===== config.mk =====
export PLATFORM = sky130hd
export DESIGN_NAME = in_key_pio
export DESIGN_NICKNAME = d
export VERILOG_FILES = /design/src/rtl/in_key_pio.sv
export SDC_FILE = /design/constraint.sdc
export NUM_CORES = 1
export LEC_CHECK = 0
export CAP_MARGIN = 20
export CORE_ASPECT_RATIO = 1.4
export CORE_UTILIZATION = 40
export CTS_CLUSTER_DIAMETER = 80
export CTS_CLUSTER_SIZE = 12
export DETAILED_ROUTE_END_ITERATION = 6
export PLACE_DENSITY = 0.63
export SLEW_MARGIN = 20
export SYNTH_ARGS = -nofsm -noshare
export SYNTH_HDL_FRONTEND = slang
export SYNTH_SLANG_ARGS = --single-unit

===== constraint.sdc =====
create_clock -name clk -period 3.2 [get_ports clk]
set_input_delay 0.8 -clock clk [delete_from_list [all_inputs] [get_ports clk]]
set_output_delay 0.8 -clock clk [all_outputs]
set_load 0.05 [all_outputs]

===== src/rtl/in_key_pio.sv =====
// in_key_pio: Avalon-MM slave input PIO for keypad and coin sensors (sync, debounce, edge capture, irq).
// Latency: in_port change -> DATA readdata in 3 cycles, plus DEBOUNCE_CYCLES when debounce is built; read latency 1.
// Backpressure: none; every access completes in one cycle, there is no waitrequest.
//
// Build option: define IN_KEY_PIO_DEBOUNCE_EN to add one debounce counter per input bit.
// Ports:
//   clk, reset            clock, synchronous active-high reset
//   address, chipselect,  register select and active-low write strobe (qualified by chipselect)
//   write_n, writedata
//   in_port               asynchronous external inputs
//   readdata              registered read data (addr 0 DATA, 1 reserved, 2 IRQ_MASK, 3 EDGE_CAPTURE W1C)
//   irq                   level interrupt, |(edge_capture & irq_mask)
module in_key_pio #(
  parameter int WIDTH           = 4,
  parameter int DEBOUNCE_CYCLES = 50000,
  parameter int EDGE_TYPE       = 0
) (
  input  logic             clk,
  input  logic             reset,
  input  logic [1:0]       address,
  input  logic             chipselect,
  input  logic             write_n,
  input  logic [WIDTH-1:0] writedata,
  input  logic [WIDTH-1:0] in_port,
  output logic [WIDTH-1:0] readdata,
  output logic             irq
);

  if (WIDTH < 1 || WIDTH > 32 || DEBOUNCE_CYCLES < 1 || EDGE_TYPE < 0 || EDGE_TYPE > 2) begin : g_bad_param
    $error("in_key_pio: parameter out of range");
  end

  logic [WIDTH-1:0] sync1;
  logic [WIDTH-1:0] sync2;
  logic [WIDTH-1:0] filt;
  logic [WIDTH-1:0] filt_d;
  logic [WIDTH-1:0] irq_mask;
  logic [WIDTH-1:0] edge_capture;
  logic [WIDTH-1:0] edge_sel;
  logic [WIDTH-1:0] edge_en;
  logic [WIDTH-1:0] edge_set;
  logic [WIDTH-1:0] clr_mask;
  logic [1:0]       arm_cnt;
  logic             armed;
  logic             wr_en;

  assign wr_en = chipselect && !write_n;
  // Edge detection stays off for the first three cycles after reset so the
  // sync/filter pipeline can fill from its all-zero reset state.
  assign armed = (arm_cnt == 2'd3);

  // Two-flop synchroniser: nothing downstream ever sees raw in_port.
  always_ff @(posedge clk) begin
    if (reset) begin
      sync1 <= '0;
      sync2 <= '0;
    end else begin
      sync1 <= in_port;
      sync2 <= sync1;
    end
  end

`ifdef IN_KEY_PIO_DEBOUNCE_EN
  localparam int            CW       = $clog2(DEBOUNCE_CYCLES + 1);
  localparam logic [CW-1:0] CNT_LAST = CW'(DEBOUNCE_CYCLES - 1);

  logic [CW-1:0]    db_cnt [WIDTH];
  // A bit becomes ready once, after arming, its synchronised input agrees with
  // the accepted value. An input still being debounced at arming time (held
  // through reset) therefore has its first acceptance absorbed, not reported.
  logic [WIDTH-1:0] ready;

  always_ff @(posedge clk) begin
    if (reset) begin
      filt  <= '0;
      ready <= '0;
      for (int i = 0; i < WIDTH; i++) begin
        db_cnt[i] <= '0;
      end
    end else begin
      for (int i = 0; i < WIDTH; i++) begin
        if (sync2[i] == filt[i]) begin
          db_cnt[i] <= '0;
        end else if (db_cnt[i] == CNT_LAST) begin
          filt[i]   <= sync2[i];
          db_cnt[i] <= '0;
        end else begin
          db_cnt[i] <= db_cnt[i] + CW'(1);
        end
      end
      ready <= ready | ({WIDTH{armed}} & ~(sync2 ^ filt));
    end
  end

  assign edge_en = ready;
`else
  assign filt    = sync2;
  assign edge_en = {WIDTH{armed}};
`endif

  always_comb begin
    edge_sel = filt ^ filt_d;
    if (EDGE_TYPE == 0) begin
      edge_sel = filt & ~filt_d;
    end else if (EDGE_TYPE == 1) begin
      edge_sel = ~filt & filt_d;
    end
  end

  assign edge_set = edge_sel & edge_en;
  assign clr_mask = (wr_en && address == 2'd3) ? writedata : '0;

  always_ff @(posedge clk) begin
    if (reset) begin
      filt_d       <= '0;
      arm_cnt      <= '0;
      irq_mask     <= '0;
      edge_capture <= '0;
      readdata     <= '0;
    end else begin
      filt_d <= filt;
      if (!armed) begin
        arm_cnt <= arm_cnt + 2'd1;
      end
      if (wr_en && address == 2'd2) begin
        irq_mask <= writedata;
      end
      // Set after clear: an edge arriving with a W1C of the same bit wins.
      edge_capture <= (edge_capture & ~clr_mask) | edge_set;
      case (address)
        2'd0:    readdata <= filt;
        2'd2:    readdata <= irq_mask;
        2'd3:    readdata <= edge_capture;
        default: readdata <= '0;
      endcase
    end
  end

  assign irq = |(edge_capture & irq_mask);

endmodule

== Word level (Yosys, flattened, before mapping) ==
Index checks and enable logic that the tools add are counted.

* RAM bits: 0
* Memory bits (read-only): 0
* Word-level logic and storage cells: 26
* Memories: 0
* Flip-flop bits (word level): 26
* Output and inout bits: 5
* Bits in latches: 0

* Multiplexer cells: 2
* $lt $le $gt $ge: 0
* Multipliers: 0
* $add $sub $neg: 1
* Shift operators: 0
* Reduce and logical (&&, ||, !) cells: 6
* Equal/unequal tests: 3
* Div/mod/pow operators: 0
* Bitwise logic cells: 7

{| class="wikitable"
|+ Operators with widths
! cell !! number
|-
| AND 4 bit || 4
|-
| one-hot mux 4 bit (3 select lines) || 1
|-
| inverter 4 bit || 2
|-
| == test 2 bit (second input constant) || 3
|-
| two-way mux 4 bit || 1
|-
| bitwise OR 4 bit || 1
|-
| OR reduction 4 bit || 1
|-
| logical AND 1 bit || 3
|-
| adder 2 x 1 -> 2 bit (second input constant) || 1
|-
| zero test 2 bit || 1
|-
| zero test 1 bit || 1
|}

== Logic depth before layout (Yosys ltp) ==
Gate-level depths: netlist (run 1).

* Word-level depth: 7
* Mapped depth: 5
* Gate-level depth less buffers: 4

== Least setup slack after synthesis (run 1) ==
No wires, ideal clock.

* Path kind: input to register
* Start point: input port address[0]
* End point: register irq_mask[0]
* Library setup time: 0.128 ns
* Cell stages on the path: 5
* Setup slack: 1.527 ns
* Required time: 3.072 ns
* Arrival: 1.545 ns
* Cell sequence: buf_6 nor4bb_4 buf_6 mux2i_1 nor2_1

* Cells in the longest elaborated chain, start to end: 2

{| class="wikitable"
|+ Ends and longest elaborated chain
! item !! line !! text
|-
| start: declaration || 20 || <nowiki>input logic [1:0] address,</nowiki>
|-
| == test 2 bit || 125 || <nowiki>if (wr_en && address == 2'd2) begin</nowiki>
|-
| logical AND 1 bit || 125 ||
|-
| end signal: assignment || 126 || <nowiki>irq_mask <= writedata;</nowiki>
|-
| end: declaration || 37 || <nowiki>logic [WIDTH-1:0] irq_mask;</nowiki>
|}

Every way passes these cells.
A chain may end at the register's enable or synchronous reset.

== Final worst setup path (run 1) ==
* Start point: register irq_mask[2]
* End point: output port irq

* Cells in the longest elaborated chain, start to end: 2

{| class="wikitable"
|+ Ends and longest elaborated chain
! item !! line !! text
|-
| AND 4 bit || 139 || <nowiki>assign irq = |(edge_capture & irq_mask);</nowiki>
|-
| OR reduction 4 bit || 139 ||
|-
| end: declaration || 26 || <nowiki>output logic irq</nowiki>
|}

Every way passes these cells.

==> results.toml, run 1 <==
[floorplanning]
die_w_um = 43.6
die_area_um2 = 2630
die_h_um = 60.3
initial_core_util_pct = 43.5
core_area_um2 = 2230
io_pins = 19
rows = 20

[final_layout]
antenna_cells = 0
final_cells = 129
fin_area_um2 = 1170
drive_above_1_share_pct = 4.67
syn_to_final_growth_pct = 20.5
fill_cells = 208
final_core_util_pct = 52.5
finalNetCount = 124

[detailed_routing]
routed_wire_length_per_instance_um = 12.0
dr.pass1.iters = 6
viasPerCell = 5.35
vias = 690
finalWirelength_um = 1550
drt_first_iter_violations = 15
drtAntennaViolNets = 0
drc = 3

[pwr]
irDropWorstVdd_mv = 0.298
p_leak_nw = 0.468
powerDensity_nw_per_um2 = 469

[critical_path]
cp.arrival_ns = 1.68
crit_path_max_fanout = 3
endpoint_kind = "output port"
path_class = "reg -> out"
ff2ff_setup_slack_ns = 2.07
required_ns = 2.40
cp-start-kind = "register"

[clock_tree]
numCtsBuffers = 3
cts.clk_slew.worst_paths_ns = 0.13
cts_sinks = 26
htreeDepth = 1
holdBufCountCts = 0
clock_latency_ns = 0.31
post_cts_buffers = 0
cts_tree = "done"
post_cts_resized = 0
clockRootBuffer = "clkbuf_4"
clockBufferDepth = 2

[timing]
finalSetupViolCount = 0
worst_slew_pin_slew_ns = 0.503
finalClockSkew_ns = 0.00591
rsz0062_at_grt = "no"
fmax_mhz = 404
slew_headroom_pct = 66.4
final-hold-violation-count = 0
final_max_slew_viol_count = 0
tns_ns = 0
period_needed_ns = 2.48
fin_ws_ns = 0.722
fin_crit_sh_pct = 77.4

[synth]
netlist_instances = 91
ys_seq_area_share_pct = 53.7
synth_largest_area_cell = "dfxtp_1"
yosysTopAreaCellShare_pct = 53.7
ys_top_cells_by_area = "dfxtp_1 54%, nor2b_1 9.7%, mux2i_1 6.2%, a211oi_1 4.6%, a21o_1 3.1%"
ys_types = 20
synth_nets = 106
yosys_register_bits = 26
syn_avg_cell_area_um2 = 10.7
ys_warn_count = 0
synth_area_um2 = 970

[placement]
place_area_um2 = 1150
hpwl_um = 1150
gp_congestion = 0.766
dp_cells = 126
dp_worst_setup_slack_ns = 0.822
numPortBuffers = 18

[outcome]
violations = "DRC"
outcome = "complete, but fails checks"

[grt]
grt_max_degree = 27
grt_pass1_vias = 656
gr-total-overflow = 0
grtUsageTotal_pct = 14.1
antenna_found_initial = 0
grt_pass1_wl_um = 2730

[flow_run]
drv_cap = 0

[worst_hold_path]
hold_path_class = "reg -> reg"
==> cells in the final DEF (no fill, tap or decap), drive strengths merged, types with 2 or more instances in the layout <==
master,count
nor3b,4
clkbuf,3
nand2,4
a211oi,6
a22oi,2
dfxtp,26
mux2i,6
clkdlybuf4s50,18
a21oi,4
nor2b,15
a21o,4
nor2,7
==> per-stage QoR <==
| step | hold slack (ns) | power [mW] |
|---|---|---|
| 2_1_floorplan | 0.414 | 0.397 |
| 3_3_place_gp | 0.417 | 0.421 |
| 3_5_place_dp | 0.422 | 0.424 |
| 4_1_cts | 0.454 | 0.555 |
| 5_1_grt | 0.483 | 0.580 |
| 6_report | 0.451 | 0.548 |
==> worst max-delay path: stages, from the launching register on <==
cell	delay (ns)
dfxtp_1	0.38
a22oi_1	0.11
nand2_1	0.08
clkdlybuf4s50_1	0.79
==> kinds of logic after synthesis <==
family | Yosys count | share of synthesized area (%)
compound gates | 17 | 12.1
xor+xnor | 1 | 0.903
fa+ha+maj | 1 | 1.29
buf+inv | 6 | 4.00
flops | 26 | 53.7
mux | 6 | 6.19
simple gates | 34 | 21.8
==> worst paths after layout <==
path / startpoint / end / cells past startpoint
min: sync1[0] / filt[0] / 1
min reg2reg: sync1[0] / filt[0] / 1
max reg2reg: arm_cnt[0] / edge_capture[2] / 4
max: irq_mask[2] / irq / 3
==> synth_stat cells <==
master / count
dfxtp_1: 26
nor4bb_4: 1
nor3b_1: 4
buf_6: 2
nor2b_1: 15
clkbuf_1: 3
a21o_1: 4
o21a_1: 1
xor2_1: 1
nand2_1: 4
nand2b_1: 1
a21oi_1: 4
buf_2: 1
nand3_1: 1
a211oi_1: 6
a22oi_1: 2
and4b_1: 1
mux2i_1: 6
nor2_1: 7
ha_1: 1
==> per-layer routing <==
layer,wire (um),vias to the layer above,global-route usage (%)
met5,0,-,0
met1,669,326,14.9
li1,-,343,-
met4,33,0,10.7
met3,82,4,2.42
met2,767,17,24.5
==> flip-flops by register name (all words and copies together) (netlist names) <==
signal,cells
edge_capture,4
filt,4
filt_d,4
irq_mask,4
readdata,4
sync1,4
arm_cnt,2
==> final cells by class <==
class	instances	area [um^2]	area share (%)
well taps	22	27.5	2.36
flip-flops and latches	26	520	44.5
clock buffers	3	22.5	1.93
multi-input cells	59	410	35.1
repair buffers	19	188	16.1
==> power breakdown <==
part	switching, mW	total, mW	internal (mW)
logic	0.0322	0.0688	0.0366
clock network	0.0883	0.132	0.0440
registers	0.00750	0.347	0.339
Power figures use the tool's default switching activity.
==> run 2, diff against run 1 <==
PLACE_DENSITY = 0.66   (was 0.63)
clock period = 2 ns   (was 3.2 ns; I/O delays follow)
==> run 2 against run 1 <==
  * The run still ends with DRC left
  * Critical path depth fell by 2
  * Worst setup slack worse by 0.65 ns
  * First-iteration DRC count down 27%
  * Global-route usage is 0.60 points higher
  * Die area stayed put
  * Power grew 61%
  * Final cell count is 3.1% higher
  * Non-clock buffer count is 4 higher
  * Sequential power grew 60%
  * Via count decreased by 1.7%
  * Routed wire length grew 3.9%
  * Critical endpoint is now readdata[2]
  * Largest power group unchanged
==> results.toml, run 2 (synthesis gave the netlist of run 1 again) <==
[timing]
period_needed_ns = 1.93
finalSetupViolCount = 0
final_max_slew_viol_count = 0
fin_crit_sh_pct = 96.4
tns_ns = 0
whs_ns = 0.455
slew_headroom_pct = 66.0
fin_ws_ns = 0.0727
rsz0062_at_grt = "no"
final-hold-violation-count = 0
finalClockSkew_ns = 0.00439
worst_slew_pin_slew_ns = 0.510
fmax_mhz = 519

[floorplanning]
rows = 20
initial_core_util_pct = 43.5
die_h_um = 60.3
core_area_um2 = 2230
io_pins = 19
die_area_um2 = 2630
die_w_um = 43.6

[clock_tree]
post_cts_buffers = 0
clockRootBuffer = "clkbuf_4"
holdBufCountCts = 0
clockBufferDepth = 2
cts_tree = "done"
cts_sinks = 26
clock_latency_ns = 0.31
htreeDepth = 1
numCtsBuffers = 3
cts.clk_slew.worst_paths_ns = 0.12

[final_layout]
finalNetCount = 128
drive_above_1_share_pct = 9.01
final_cells = 133
final_common_cell = "dfxtp_1"
syn_to_final_growth_pct = 25.2
fin_area_um2 = 1210
final_cell_mix = "26 x dfxtp_1, 15 x nor2b_1, 15 x clkdlybuf4s50_1"
antenna_cells = 0

[critical_path]
crit_path_max_fanout = 1
cp-start-kind = "register"
path_class = "reg -> out"
path_depth = 1
cp_cell_sequence = "clkdlybuf4s50_1"
crit_end = "readdata[2]"
path_delay_family = "buffers and inverters"
required_ns = 1.50
rr_endpoint = "edge_capture[0]"
cp.arrival_ns = 1.43
reg2reg_from = "arm_cnt[0]"
critPathBufInv = 1
cpMaxStageDelayCell = "clkdlybuf4s50_1"
r2r_cells = 4
crit_start = "readdata[2]"
ff2ff_setup_slack_ns = 0.88
max_stage_delay_ns = 0.79
endpoint_kind = "output port"

[detailed_routing]
drt_first_iter_violations = 11
drtAntennaViolNets = 0
dr.pass1.iters = 5
drc = 2
viasPerCell = 5.10
routed_wire_length_per_instance_um = 12.1
vias = 678
finalWirelength_um = 1610

[pwr]
p_leak_nw = 0.529
irDropWorstVdd_mv = 0.450
powerDensity_nw_per_um2 = 728

[grt]
gr-total-overflow = 0
antenna_found_initial = 0
grtUsageTotal_pct = 14.7
grt_max_degree = 27
grt_pass1_wl_um = 2840
grt_pass1_vias = 687

[worst_hold_path]
hold_path_class = "reg -> reg"

[outcome]
violations = "DRC"
outcome = "complete, but fails checks"

[placement]
place_area_um2 = 1190
dp_worst_setup_slack_ns = 0.105
hpwl_um = 1200
numPortBuffers = 18
gp_congestion = 0.773
dp_cells = 130

[flow_run]
drv_cap = 0
run 2: changes by cell type in the layout (fill, tap and decap cells not counted), sizes merged:
cell	previous run	this run
buf	1	6
clkdlybuf4s50	18	15
dlymetal6s2s	0	2
run 2: per-stage QoR:
step,power [mW],util [%]
finish,0.883,54.5
global route,0.931,54.5
CTS,0.899,54.3
detailed placement,0.688,53.3
global placement,0.683,53.3
floorplan,0.635,-
run 2: what timing repair did:
action | 4_1_cts | 5_1_grt
resized for setup | 0 | 2
hold endpoints to repair | 0 | 0
setup endpoints to repair | 0 | 2
run 2: layer usage:
metal	GRT usage, %	share of wire [%]	up-vias
met5	0	0	-
met3	2.42	5.3	5
met2	26.7	49	19
li1	-	-	352
met1	14.9	42	302
met4	10.7	3.0	0
run 2: report_power, final:
| part | switching (mW) | internal (mW) |
|---|---|---|
| Combinational | 0.0536 | 0.0663 |
| Clock | 0.138 | 0.0705 |
| Sequential | 0.0117 | 0.543 |
| Total | 0.203 | 0.680 |
run 2: final cells by class:
type	count	area, um^2
timing repair buffer	23	233
sequential	26	520
multi-input combinational	59	410
tap	22	27.5
fill	214	1010
clock buffer	3	22.5
run 2: worst min path at each step:
stage,start,to,slack [ns],depth (start not counted)
2_1_floorplan,sync1[0],filt[0],0.41,1
3_3_place_gp,sync1[0],filt[0],0.42,1
3_5_place_dp,sync1[0],filt[0],0.43,1
4_1_cts,sync1[0],filt[0],0.46,1
5_1_grt,sync1[0],filt[0],0.47,1
6_report,sync1[3],filt[3],0.46,1
==> run 3, diff against run 2 <==
CTS_CLUSTER_DIAMETER = 200   (was 80)
REMOVE_ABC_BUFFERS = 1   (was not set)
==> run 3 against run 2 <==
  * Critical path type unchanged
  * Critical path depth unchanged
  * Combinational power decreased by 5%
  * Final cell count decreased by 0.75%
  * The flow still finishes with violations (DRC)
  * First-iteration DRC count increased by 9.1%
  * Flip-flop and latch count unchanged
  * Sequential power about the same
  * Global-route usage decreased by 1.4 points
  * Clock-buffer cell count unchanged
  * Clock skew decreased by 0.0031 ns
  * Highest routed layer unchanged
==> results.toml, run 3 (synthesis gave the netlist of run 1 again) <==
[critical_path]
cpMaxStageDelayCell = "clkdlybuf4s50_1"
critPathBufInv = 1
path_delay_family = "buffers and inverters"
max_stage_delay_ns = 0.80
cp.arrival_ns = 1.44
path_class = "reg -> out"
cp-start-kind = "register"
required_ns = 1.50
crit_path_max_fanout = 1
cp_cell_sequence = "clkdlybuf4s50_1"
endpoint_kind = "output port"

[clock_tree]
holdBufCountCts = 0
post_cts_buffers = 0
numCtsBuffers = 3
clock_latency_ns = 0.31
clockBufferDepth = 2
cts_sinks = 26
cts_tree = "done"
post_cts_resized = 0
cts.clk_slew.worst_paths_ns = 0.13
htreeDepth = 1
clockRootBuffer = "clkbuf_4"

[detailed_routing]
dr.pass1.iters = 6
drtAntennaViolNets = 0
vias = 694
viasPerCell = 5.26
drc = 2
finalWirelength_um = 1600
drt_first_iter_violations = 12
routed_wire_length_per_instance_um = 12.1

[timing]
fin_crit_sh_pct = 97.2
slew_headroom_pct = 66.1
fmax_mhz = 514
rsz0062_at_grt = "no"
period_needed_ns = 1.94
tns_ns = 0
final_max_slew_viol_count = 0
whs_ns = 0.455
finalSetupViolCount = 0
final-hold-violation-count = 0
finalClockSkew_ns = 0.00128
fin_ws_ns = 0.0552
worst_slew_pin_slew_ns = 0.506

[worst_hold_path]
hold_path_class = "reg -> reg"

[grt]
grtUsageTotal_pct = 13.4
gr-total-overflow = 0
grt_pass1_vias = 630
antenna_found_initial = 0
grt_max_degree = 24
grt_pass1_wl_um = 2610

[placement]
numPortBuffers = 18
hpwl_um = 1200
gp_congestion = 0.797
dp_worst_setup_slack_ns = 0.111

[pwr]
irDropWorstVdd_mv = 0.396
powerDensity_nw_per_um2 = 741
p_leak_nw = 0.485

[outcome]
outcome = "complete, but fails checks"
violations = "DRC"

[final_layout]
final_core_util_pct = 53.4
syn_to_final_growth_pct = 22.6
final_common_cell = "dfxtp_1"
drive_above_1_share_pct = 8.18
finalNetCount = 127
final_cell_mix = "26 x dfxtp_1, 17 x clkdlybuf4s50_1, 15 x nor2b_1"
antenna_cells = 0

[floorplanning]
initial_core_util_pct = 43.5
core_area_um2 = 2230
rows = 20
die_area_um2 = 2630
die_h_um = 60.3
io_pins = 19
die_w_um = 43.6

[flow_run]
drv_cap = 0
[run 3: power by group]
part,switching (mW),internal [mW],total (mW)
registers,0.0114,0.543,0.554
clock network,0.141,0.0704,0.212
logic,0.0522,0.0621,0.114
[run 3: final timing paths]
check / startpoint / depth (start not counted) / to / slack, ns
setup reg to reg: arm_cnt[0] / 4 / edge_capture[1] / 0.89
setup / recovery: readdata[1] / 1 / readdata[1] / 0.06
hold reg to reg: sync1[3] / 1 / filt[3] / 0.46
hold / removal: sync1[3] / 1 / filt[3] / 0.46
[run 3: metal layers]
metal	vias to the layer above	track usage [%]	share of wire, %	routed length [um]
li1	350	-	-	-
met1	318	14.2	42	678
met2	20	24.1	49	789
met3	6	2.42	5.6	89
met4	0	8.04	2.7	44
met5	-	0	0	0
[run 3: cell type report]
cell class	count	area, um^2
clock buffers	3	22.5
fillers	207	1040
multi-input cells	59	410
flip-flops and latches	26	520
well taps	22	27.5
repair buffers	22	208
[run 3: stage by stage]
stage          total power, mW  std cells  cell area (um^2)
2_1_floorplan            0.620         85               931
3_3_place_gp             0.678        129              1170
3_5_place_dp             0.682        129              1170
4_1_cts                  0.894        132              1190
5_1_grt                  0.924        132              1190
6_report                 0.880        132              1190
